[config.mk]
export PLATFORM = sky130hd
export DESIGN_NAME = cfg_chain_loader
export DESIGN_NICKNAME = d
export VERILOG_FILES = /design/src/rtl/cfg_chain_loader.sv
export SDC_FILE = /design/constraint.sdc
export NUM_CORES = 1
export LEC_CHECK = 0
export CORE_UTILIZATION = 50
export CTS_BUF_LIST = sky130_fd_sc_hd__clkbuf_16
export DETAILED_ROUTE_END_ITERATION = 12
export GPL_TIMING_DRIVEN = 0
export MAX_ROUTING_LAYER = met4
export PLACE_DENSITY = 0.78
export SETUP_SLACK_MARGIN = 0.4
export SLEW_MARGIN = 20
export SYNTH_ARGS = -nofsm -noshare
export SYNTH_HDL_FRONTEND = slang
export SYNTH_SLANG_ARGS = --single-unit
[constraint.sdc]
create_clock -name clk -period 4.92 [get_ports clk]
set_input_delay 1.23 -clock clk [delete_from_list [all_inputs] [get_ports clk]]
set_output_delay 1.23 -clock clk [all_outputs]
set_load 0.005 [all_outputs]
[src/rtl/cfg_chain_loader.sv]
// Bit-serial loader for the scff configuration chain: streams words into the
// chain head LSB-first and returns the bits falling out of the tail as words.
module cfg_chain_loader #(
  parameter int WORD_W    = 8,
  parameter int CHAIN_LEN = 64
) (
  input  logic              clk,
  input  logic              rst,
  input  logic              start,
  output logic              busy,
  output logic              done,
  input  logic [WORD_W-1:0] in_data,
  input  logic              in_valid,
  output logic              in_ready,
  output logic [WORD_W-1:0] out_data,
  output logic              out_valid,
  input  logic              out_ready,
  output logic              chain_d,
  output logic              chain_shift,
  input  logic              chain_q
);

  localparam int NWORDS    = (CHAIN_LEN + WORD_W - 1) / WORD_W;
  localparam int LAST_BITS = CHAIN_LEN - (NWORDS - 1) * WORD_W;
  localparam int WCW       = (NWORDS > 1) ? $clog2(NWORDS) : 1;
  localparam int BCW       = $clog2(WORD_W + 1);

  typedef enum logic [1:0] {
    S_IDLE,
    S_FETCH,
    S_SHIFT,
    S_EMIT
  } state_t;

  state_t            state, state_next;
  logic [WCW-1:0]    word_cnt, word_cnt_next;
  logic [BCW-1:0]    bit_cnt, bit_cnt_next;
  logic [BCW-1:0]    nbits, nbits_next;
  logic [WORD_W-1:0] shreg, shreg_next;
  logic [WORD_W-1:0] capture, capture_next;
  logic              done_next;
  logic              last_word;

  assign last_word = (word_cnt == WCW'(NWORDS - 1));

  always_ff @(posedge clk or posedge rst) begin
    if (rst) begin
      state    <= S_IDLE;
      word_cnt <= '0;
      bit_cnt  <= '0;
      nbits    <= '0;
      shreg    <= '0;
      capture  <= '0;
      done     <= 1'b0;
    end else begin
      state    <= state_next;
      word_cnt <= word_cnt_next;
      bit_cnt  <= bit_cnt_next;
      nbits    <= nbits_next;
      shreg    <= shreg_next;
      capture  <= capture_next;
      done     <= done_next;
    end
  end

  always_comb begin
    state_next    = state;
    word_cnt_next = word_cnt;
    bit_cnt_next  = bit_cnt;
    nbits_next    = nbits;
    shreg_next    = shreg;
    capture_next  = capture;
    done_next     = 1'b0;
    case (state)
      S_IDLE: begin
        if (start) begin
          state_next    = S_FETCH;
          word_cnt_next = '0;
          bit_cnt_next  = '0;
        end
      end
      S_FETCH: begin
        if (in_valid) begin
          shreg_next   = in_data;
          nbits_next   = last_word ? BCW'(LAST_BITS) : BCW'(WORD_W);
          capture_next = '0;
          bit_cnt_next = '0;
          state_next   = S_SHIFT;
        end
      end
      S_SHIFT: begin
        // The tail bit is sampled at the same edge that advances the chain.
        capture_next = capture | ({{(WORD_W-1){1'b0}}, chain_q} << bit_cnt);
        shreg_next   = shreg >> 1;
        bit_cnt_next = bit_cnt + BCW'(1);
        if (bit_cnt == nbits - BCW'(1)) begin
          state_next = S_EMIT;
        end
      end
      S_EMIT: begin
        if (out_ready) begin
          if (last_word) begin
            state_next = S_IDLE;
            done_next  = 1'b1;
          end else begin
            word_cnt_next = word_cnt + WCW'(1);
            state_next    = S_FETCH;
          end
        end
      end
      default: state_next = S_IDLE;
    endcase
  end

  // Every output is a decode of registered state; no input reaches an output.
  assign busy        = (state != S_IDLE);
  assign in_ready    = (state == S_FETCH);
  assign out_valid   = (state == S_EMIT);
  assign chain_shift = (state == S_SHIFT);
  assign chain_d     = chain_shift & shreg[0];
  assign out_data    = capture;

endmodule

# Word level (Yosys, flattened, before mapping)
# Cells that the tools add are included.
[totals]
regBits = 27
mem_count = 0
mem_bits_rw = 0
elab_cells = 53
latch_bits = 0
romBits = 0
[op_classes]
n_reduce_logical = 10
mul = 0
eq_ne = 10
bitwise = 2
n_mux = 20
magnitude_cmp = 0
div = 0
shift = 1
n_addsub = 3
[op_table]
columns = ["cell", "n"]
rows = [
  ["$pmux 8 s2", 2],
  ["$mux 8", 2],
  ["$pmux 4 s3", 1],
  ["$mux 3", 3],
  ["$mux 2", 4],
  ["$mux 4", 2],
  ["$or 8x8->8", 1],
  ["$pmux 2 s4", 1],
  ["$reduce_and 4->1", 2],
  ["$shl 1x4->8", 1],
  ["$ne 2x2->1 const B", 3],
  ["$pmux 3 s2", 1],
  ["$reduce_bool 2->1", 3],
  ["$add 4x1->4 const B", 1],
  ["$eq 2x2->1 const B", 2],
  ["$eq 4x4->1", 1],
  ["$mux 1", 4],
  ["$ne 2x1->1 const B", 2],
  ["$reduce_and 2->1", 2],
  ["$sub 4x1->4 const B", 1],
  ["$add 3x1->3 const B", 1],
  ["$eq 3x3->1 const B", 1],
  ["$reduce_and 3->1", 1],
  ["$reduce_bool 3->1", 1],
  ["other kinds (3)", 3],
]

# Logic depth before layout (Yosys ltp)
# Gate-level depths: netlist (run 1).
[depth]
depth_word = 4
ltp_mapped = 7
depth_no_buf = 6

# Worst setup path before layout (run 1)
# OpenSTA, ideal clock, no wires.
[synth_timing]
path_type = "register to output"
from = "register state[0]"
to = "output chain_d"
path_stages_with_launch = 4
path_slack_ns = 2.746
arrival_time_ns = 0.944
required_ns = 3.690
path_cell_list = "dfrtp_1 inv_1 ha_1 and2_1"
[synth_via]
elab_chain_cells = 2
[synth_lines]
columns = ["element", "line_no", "rtl"]
rows = [
  ["from (decl)", "35", "state_t state, state_next;"],
  ["from (signal assigned)", "56", "state <= state_next;"],
  ["$eq 2x2->1", "119", "assign chain_shift = (state == S_SHIFT);"],
  ["net chain_shift", "19", "output logic chain_shift,"],
  ["$and 1x1->1", "120", "assign chain_d = chain_shift & shreg[0];"],
  ["to (decl)", "18", "output logic chain_d,"],
]
# The timed path passes the listed nets, and every way through them passes these cells.

# Final worst setup path (run 1)
[layout_timing]
from = "register state[0]"
to = "output chain_d"
[layout_via]
elab_chain_cells = 2
[layout_lines]
columns = ["element", "line_no"]
rows = [
  ["$eq 2x2->1", "119"],
  ["$and 1x1->1", "120"],
]
# Every way passes these cells.

==> results_dict.tcl, run 1 <==
set metrics [dict create \
    ys_warn_count 0 \
    track_usage 0.243 \
    cpPeakStageDelay_ns 0.49 \
    p_per_area_nw_per_um2 539 \
    hpwl_mm 2.08 \
    p_sw_frac 0.375 \
    first_iter_violations 25 \
    fin_setup_tns_ns 0 \
    portBuffers 27 \
    crit_fanout 9 \
    std_cell_rows 18 \
    crit_chain "inv_1, ha_1, and2_1, clkdlybuf4s50_1" \
    clkTransAtPathRegs_ns 0.07 \
    wire_per_inst_um 15.3 \
    drcViolationCount 0 \
    grt_pass1_vias 1085 \
    avgViaCountPerCell 5.91 \
    vdd_drop_max_v 0.000337 \
    holdBufCountCts 0 \
    place_area_um2 1660 \
    core_area_um2 2520 \
    synth.avg_cell_area_um2 9.94 \
    power.internal_mw 0.587 \
    grt_pass1_wl_mm 4.87 \
    final_area_um2 1740 \
    drv_cap 0 \
    rsz0062_at_grt "no" \
    cts-buffers-inserted 3 \
    antenna_found_initial 0 \
    hold_viol_final 0 \
    power_frac_comb 0.446 \
    max-slew-margin-rel 0.624 \
    clk_latency_ns 0.27 \
    syn_to_final_growth_pct 28.9 \
    drive_gt1_frac 0.0719 \
    drt-total-wl_mm 3.02 \
    yosysSeqAreaShare 0.500 \
    die_w_um 54.0 \
    reg2reg_setup_slack_ns 2.98 \
    num_io_pins 28 \
    skew_ns 0.00601 \
    netlist_area_um2 1350 \
    worst_path_dominant_cell_family "buffers and inverters" \
    clock-sinks 27 \
    critPathKind "reg -> out" \
    power_leakage_nw 0.736 \
    cp.required_ns 3.69 \
    worstPathArrival_ns 1.87 \
    worst_hold_path.num_cells 1 \
    antenna_left 0 \
    initial_utilization 0.536 \
    nets 189 \
    reg2regPathDepth 6 \
    finalPower_mw 0.939 \
    grt_overflow 0 \
    hold_class "reg -> reg" \
    cts_tree "done" \
    root_buffer "clkbuf_16" \
    netlist_instances 136 \
    worstHoldStart "word_cnt[0]" \
    timing.fmax_mhz 322 \
    start_kind "flop" \
    cts_resized 0 \
    cts_htree_levels 1 \
    status "finished, final reports clean" \
    clock_path_buffers 2 \
    die_area_um2 2910 \
    final_max_slew_viol_count 0 \
    vias 1164 \
    post_cts_buffers 0 \
    endpoint_kind "output pin" \
    min_period_over_period 0.631 \
    critPathSlowestCell "clkdlybuf4s50_1" \
    drtPass1Iterations 4 \
    pwr-share-clk 0.205 \
    cp.buffers_inverters 2 \
    finalSetupViolations 0 \
    antenna_cells 0 \
    grt_max_degree 28 \
    hold_end "word_cnt[0]" \
    worst_r2r_endpoint "out_data[0]" \
    critPathLaunch "state[0]" \
    power.switching_mw 0.352 \
    ys_ff_latch 27 \
    min_period_ns 3.10 \
    ys_types 35 \
    worst_pin_slew_ns 0.564 \
    synth_nets 157 \
    r2r-start "state[0]" \
    die_h_um 54.0 \
    place.gp.congestion 0.763 \
    pwr-share-seq 0.349 \
]
-- cells in the mapped netlist --
cell type / number / share of area
dfrtp_1: 27 / 0.50
o22ai_1: 14 / 0.065
nand2_1: 9 / 0.025
a21oi_1: 8 / 0.030
nor2_1: 8 / 0.022
ha_1: 7 / 0.065
inv_1: 7 / 0.019
o21ai_1: 7 / 0.026
nand3_1: 5 / 0.019
a31oi_1: 4 / 0.019
nor2b_1: 4 / 0.019
nand2b_1: 3 / 0.014
o21ai_0: 3 / 0.011
a211oi_1: 2 / 0.011
a22o_1: 2 / 0.013
a32o_1: 2 / 0.015
a41oi_1: 2 / 0.013
and2_1: 2 / 0.0093
buf_2: 2 / 0.0074
clkbuf_1: 2 / 0.0056
nor3_1: 2 / 0.0074
a211o_1: 1 / 0.0065
a31o_1: 1 / 0.0065
and3_1: 1 / 0.0046
clkbuf_2: 1 / 0.0037
inv_2: 1 / 0.0028
mux2i_1: 1 / 0.0074
nand4_1: 1 / 0.0046
nor3b_2: 1 / 0.0093
o2bb2ai_1: 1 / 0.0065
o31ai_2: 1 / 0.0093
or2_1: 1 / 0.0046
or3_4: 1 / 0.0083
or4_1: 1 / 0.0056
xnor2_1: 1 / 0.0065
-- power by group through the flow --
| stage | sequential, mW | combinational [mW] | clock [mW] |
|---|---|---|---|
| finish | 0.328 | 0.418 | 0.193 |
| global route | 0.336 | 0.470 | 0.201 |
| CTS | 0.328 | 0.418 | 0.194 |
| detailed placement | 0.332 | 0.412 | 0 |
| global placement | 0.327 | 0.398 | 0 |
| floorplan | 0.320 | 0.281 | 0 |
-- metal layers --
| layer | track usage | vias to the layer above | wire (um) |
|---|---|---|---|
| met2 | 0.412 | 25 | 1530 |
| met5 | - | - | 0 |
| li1 | - | 564 | - |
| met3 | 0.0254 | 4 | 116 |
| met4 | 0.0769 | 0 | 22 |
| met1 | 0.305 | 571 | 1350 |
-- metrics by stage --
| stage | std cells | hold WS (ns) | setup slack [ns] | utilization |
|---|---|---|---|---|
| detailed placement | 193 | 0.476 | 2.09 | 0.658 |
| floorplan | 136 | 0.445 | 2.75 | - |
| finish | 197 | 0.492 | 1.82 | 0.690 |
| global route | 197 | 0.510 | 1.71 | 0.690 |
| CTS | 197 | 0.496 | 1.80 | 0.690 |
| global placement | 193 | 0.465 | 2.09 | 0.658 |
-- cell families (layout without fill, tap and decap cells) --
family / after synthesis / in the layout / share of synthesized area
xor+xnor: 1 / 1 / 0.00648
compound gates: 48 / 48 / 0.231
fa+ha+maj: 7 / 7 / 0.0648
buf+inv: 13 / 44 / 0.0389
flops: 27 / 27 / 0.500
simple gates: 39 / 39 / 0.152
mux: 1 / 1 / 0.00741
-- cells in the final DEF, fill, tap and decap left out, drive strengths merged, types with 2 or more instances in the layout --
cell type	netlist	routed
a22o	2	2
nor2	8	8
clkbuf	3	6
a21oi	8	8
a32o	2	2
a31oi	4	4
nand3	5	5
inv	8	8
nand2	9	9
nor2b	4	4
buf	2	2
nand2b	3	3
o21ai	10	10
o22ai	14	14
ha	7	7
and2	2	2
a211oi	2	2
nor3	2	2
a41oi	2	2
dfrtp	27	27
clkdlybuf4s50	0	27
-- sequential cells by signal, summed over array words and instances, names as in the netlist --
register	flops
word_cnt	3
nbits	1
done	1
out_data	8
state	2
shreg	8
bit_cnt	4
-- worst max path at each step --
stage                     cells past startpoint  slack (ns)    endpoint
after floorplan                               3        2.75     chain_d
after global placement                        5        2.09  bit_cnt[3]
after detailed placement                      5        2.09  bit_cnt[3]
after CTS                                     4        1.80     chain_d
after global routing                          4        1.71     chain_d
final                                         4        1.82     chain_d
-- final cells by class --
type / count / area (um^2)
repair buffers: 27 / 270
fillers: 199 / 781
inverters: 8 / 30.0
clock inverters: 1 / 7.51
multi-input cells: 96 / 623
well taps: 30 / 37.5
flip-flops and latches: 27 / 676
clock buffers: 3 / 75.1
plain buffers: 5 / 22.5
(Power assumes the default switching activity.)
==> run 2, diff against run 1 <==
Clock period 4.92 ns to 3.2 ns, I/O delays scaled along.
==> results of run 2 <==
Same layout as run 1 (identical final DEF). Status: finished, final reports clean.
Among the figures that moved: setup slack after placement 2.09 ns -> 0.798 ns; setup slack after layout 1.82 ns -> 0.525 ns; register-to-register setup slack 2.98 ns -> 1.26 ns; total power 0.939 mW -> 1.44 mW; worst IR drop on VDD 0.000337 V -> 0.000518 V
==> run 3, diff against run 2 <==
Clock period 3.2 ns to 2.6 ns, I/O delays scaled along.
==> results_dict.tcl, run 3 (synthesis gave the netlist of run 1 again) <==
set metrics [dict create \
    power_leakage_nw 0.763 \
    grt_pass1_wl_mm 5.00 \
    worst_pin_slew_ns 0.559 \
    drt-total-wl_mm 3.10 \
    cpPeakStageDelay_ns 0.50 \
    finalSetupViolations 0 \
    worst_slack_ns 0.463 \
    drive_gt1_frac 0.118 \
    status "finished, final reports clean" \
    num_io_pins 28 \
    die_h_um 54.0 \
    cp.buffers_inverters 2 \
    worst_path_dominant_cell_family "buffers and inverters" \
    r2r-start "state[0]" \
    antenna_cells 0 \
    portBuffers 27 \
    min_period_over_period 0.822 \
    min_period_ns 2.14 \
    drcViolationCount 0 \
    crit_fanout 4 \
    syn_to_final_growth_pct 32.8 \
    nets 192 \
    die_w_um 54.0 \
    core_area_um2 2520 \
    preCtsSetupSlack_ns 0.348 \
    clock-sinks 27 \
    cts-buffers-inserted 3 \
    drv_cap 0 \
    critPathSlowestCell "clkdlybuf4s50_1" \
    cts_htree_levels 1 \
    grt_pass1_vias 1109 \
    std_cell_rows 18 \
    holdBufCountCts 0 \
    wire_per_inst_um 15.5 \
    critPathKind "reg -> out" \
    worstHoldStart "word_cnt[0]" \
    clkTransAtPathRegs_ns 0.07 \
    avgViaCountPerCell 5.83 \
    die_area_um2 2910 \
    mostFrequentLayoutCell "dfrtp_1" \
    antenna_found_initial 0 \
    multi_input_area_um2 651 \
    final_max_slew_viol_count 0 \
    rsz0062_at_grt "no" \
    worstPathArrival_ns 1.49 \
    endpoint_kind "output pin" \
    first_iter_violations 19 \
    grt_overflow 0 \
    drtPass1Iterations 4 \
    hold_class "reg -> reg" \
    crit_chain "buf_4, ha_2, clkdlybuf4s50_1" \
    hold_viol_final 0 \
    clk_latency_ns 0.26 \
    regArea_um2 676 \
    skew_ns 0.00415 \
    final_cell_mix "dfrtp_1, clkdlybuf4s50_1, o22ai_1" \
    critPathLaunch "state[0]" \
    initial_utilization 0.536 \
    fin_setup_tns_ns 0 \
    grt_max_degree 28 \
    start_kind "flop" \
    cp.required_ns 1.95 \
    place.gp.congestion 0.763 \
    p_per_area_nw_per_um2 1030 \
    root_buffer "clkbuf_16" \
    cts_tree "done" \
    vias 1166 \
    hpwl_mm 2.08 \
    track_usage 0.250 \
    vdd_drop_max_v 0.000633 \
    fill_cells 191 \
    clock_path_buffers 2 \
    timing.fmax_mhz 468 \
    max-slew-margin-rel 0.626 \
    antenna_left 0 \
]
run 3: cell types whose count changed in the layout (fill, tap and decap cells not counted):
| cell | before | now |
|---|---|---|
| inv_2 | 2 | 4 |
| ha_1 | 7 | 4 |
| ha_4 | 0 | 2 |
| dlymetal6s2s_1 | 0 | 1 |
| clkdlybuf4s50_1 | 27 | 26 |
| buf_4 | 0 | 3 |
| inv_1 | 6 | 4 |
| ha_2 | 0 | 1 |
run 3: cell type report:
| class | count | area share |
|---|---|---|
| clock inverters | 1 | 0.00418 |
| well taps | 30 | 0.0209 |
| plain buffers | 5 | 0.0126 |
| repair buffers | 30 | 0.165 |
| multi-input cells | 96 | 0.363 |
| inverters | 8 | 0.0167 |
| clock buffers | 3 | 0.0418 |
| flip-flops and latches | 27 | 0.377 |
run 3: what timing repair did:
item | in CTS | in global routing
gates resized for setup | 4 | 4
setup buffers | 3 | 0
setup endpoints to repair | 4 | 3
run 3: power breakdown:
part	leakage, nW	switching (mW)	internal, mW
logic	0.386	0.456	0.416
clock network	0.0371	0.153	0.209
registers	0.339	0.0870	0.533
total	0.763	0.696	1.16
run 3: per-layer routing:
metal | global-route usage | routed length [um] | vias up
met2 | 0.428 | 1520 | 19
met4 | 0.0769 | 48 | 0
met1 | 0.311 | 1430 | 569
met5 | - | 0 | -
met3 | 0.0254 | 94 | 7
li1 | - | - | 571
run 3: worst paths after layout:
check / slack, ns / cells after the start / endpoint
worst max register to register: 0.66 / 7 / state[1]
worst min-delay path: 0.49 / 1 / word_cnt[0]
max in group asynchronous: 1.48 / 2 / shreg[3]
min in group asynchronous: 0.75 / 2 / bit_cnt[2]
worst max-delay path: 0.46 / 3 / in_ready
worst min register to register: 0.49 / 1 / word_cnt[0]
run 3: per-stage QoR:
stage                     area [um^2]  hold slack (ns)  utilization  power (mW)  instances
after floorplan                  1350            0.445            -        1.14        136
after global placement           1660            0.465        0.658        1.37        193
after detailed placement         1660            0.476        0.658        1.41        193
after CTS                        1780            0.496        0.705        1.83        200
after global routing             1790            0.510        0.711        1.99        200
final                            1790            0.493        0.711        1.85        200
run 3: worst register-to-register path, delay by kind of cell (launching register included):
family,cells,cell delay (ns)
buffers and inverters,2,0.32
and+or+nand+nor,2,0.56
DFF,1,0.41
AOI/OAI and AO/OA,2,0.33
adders and majority gates,1,0.21
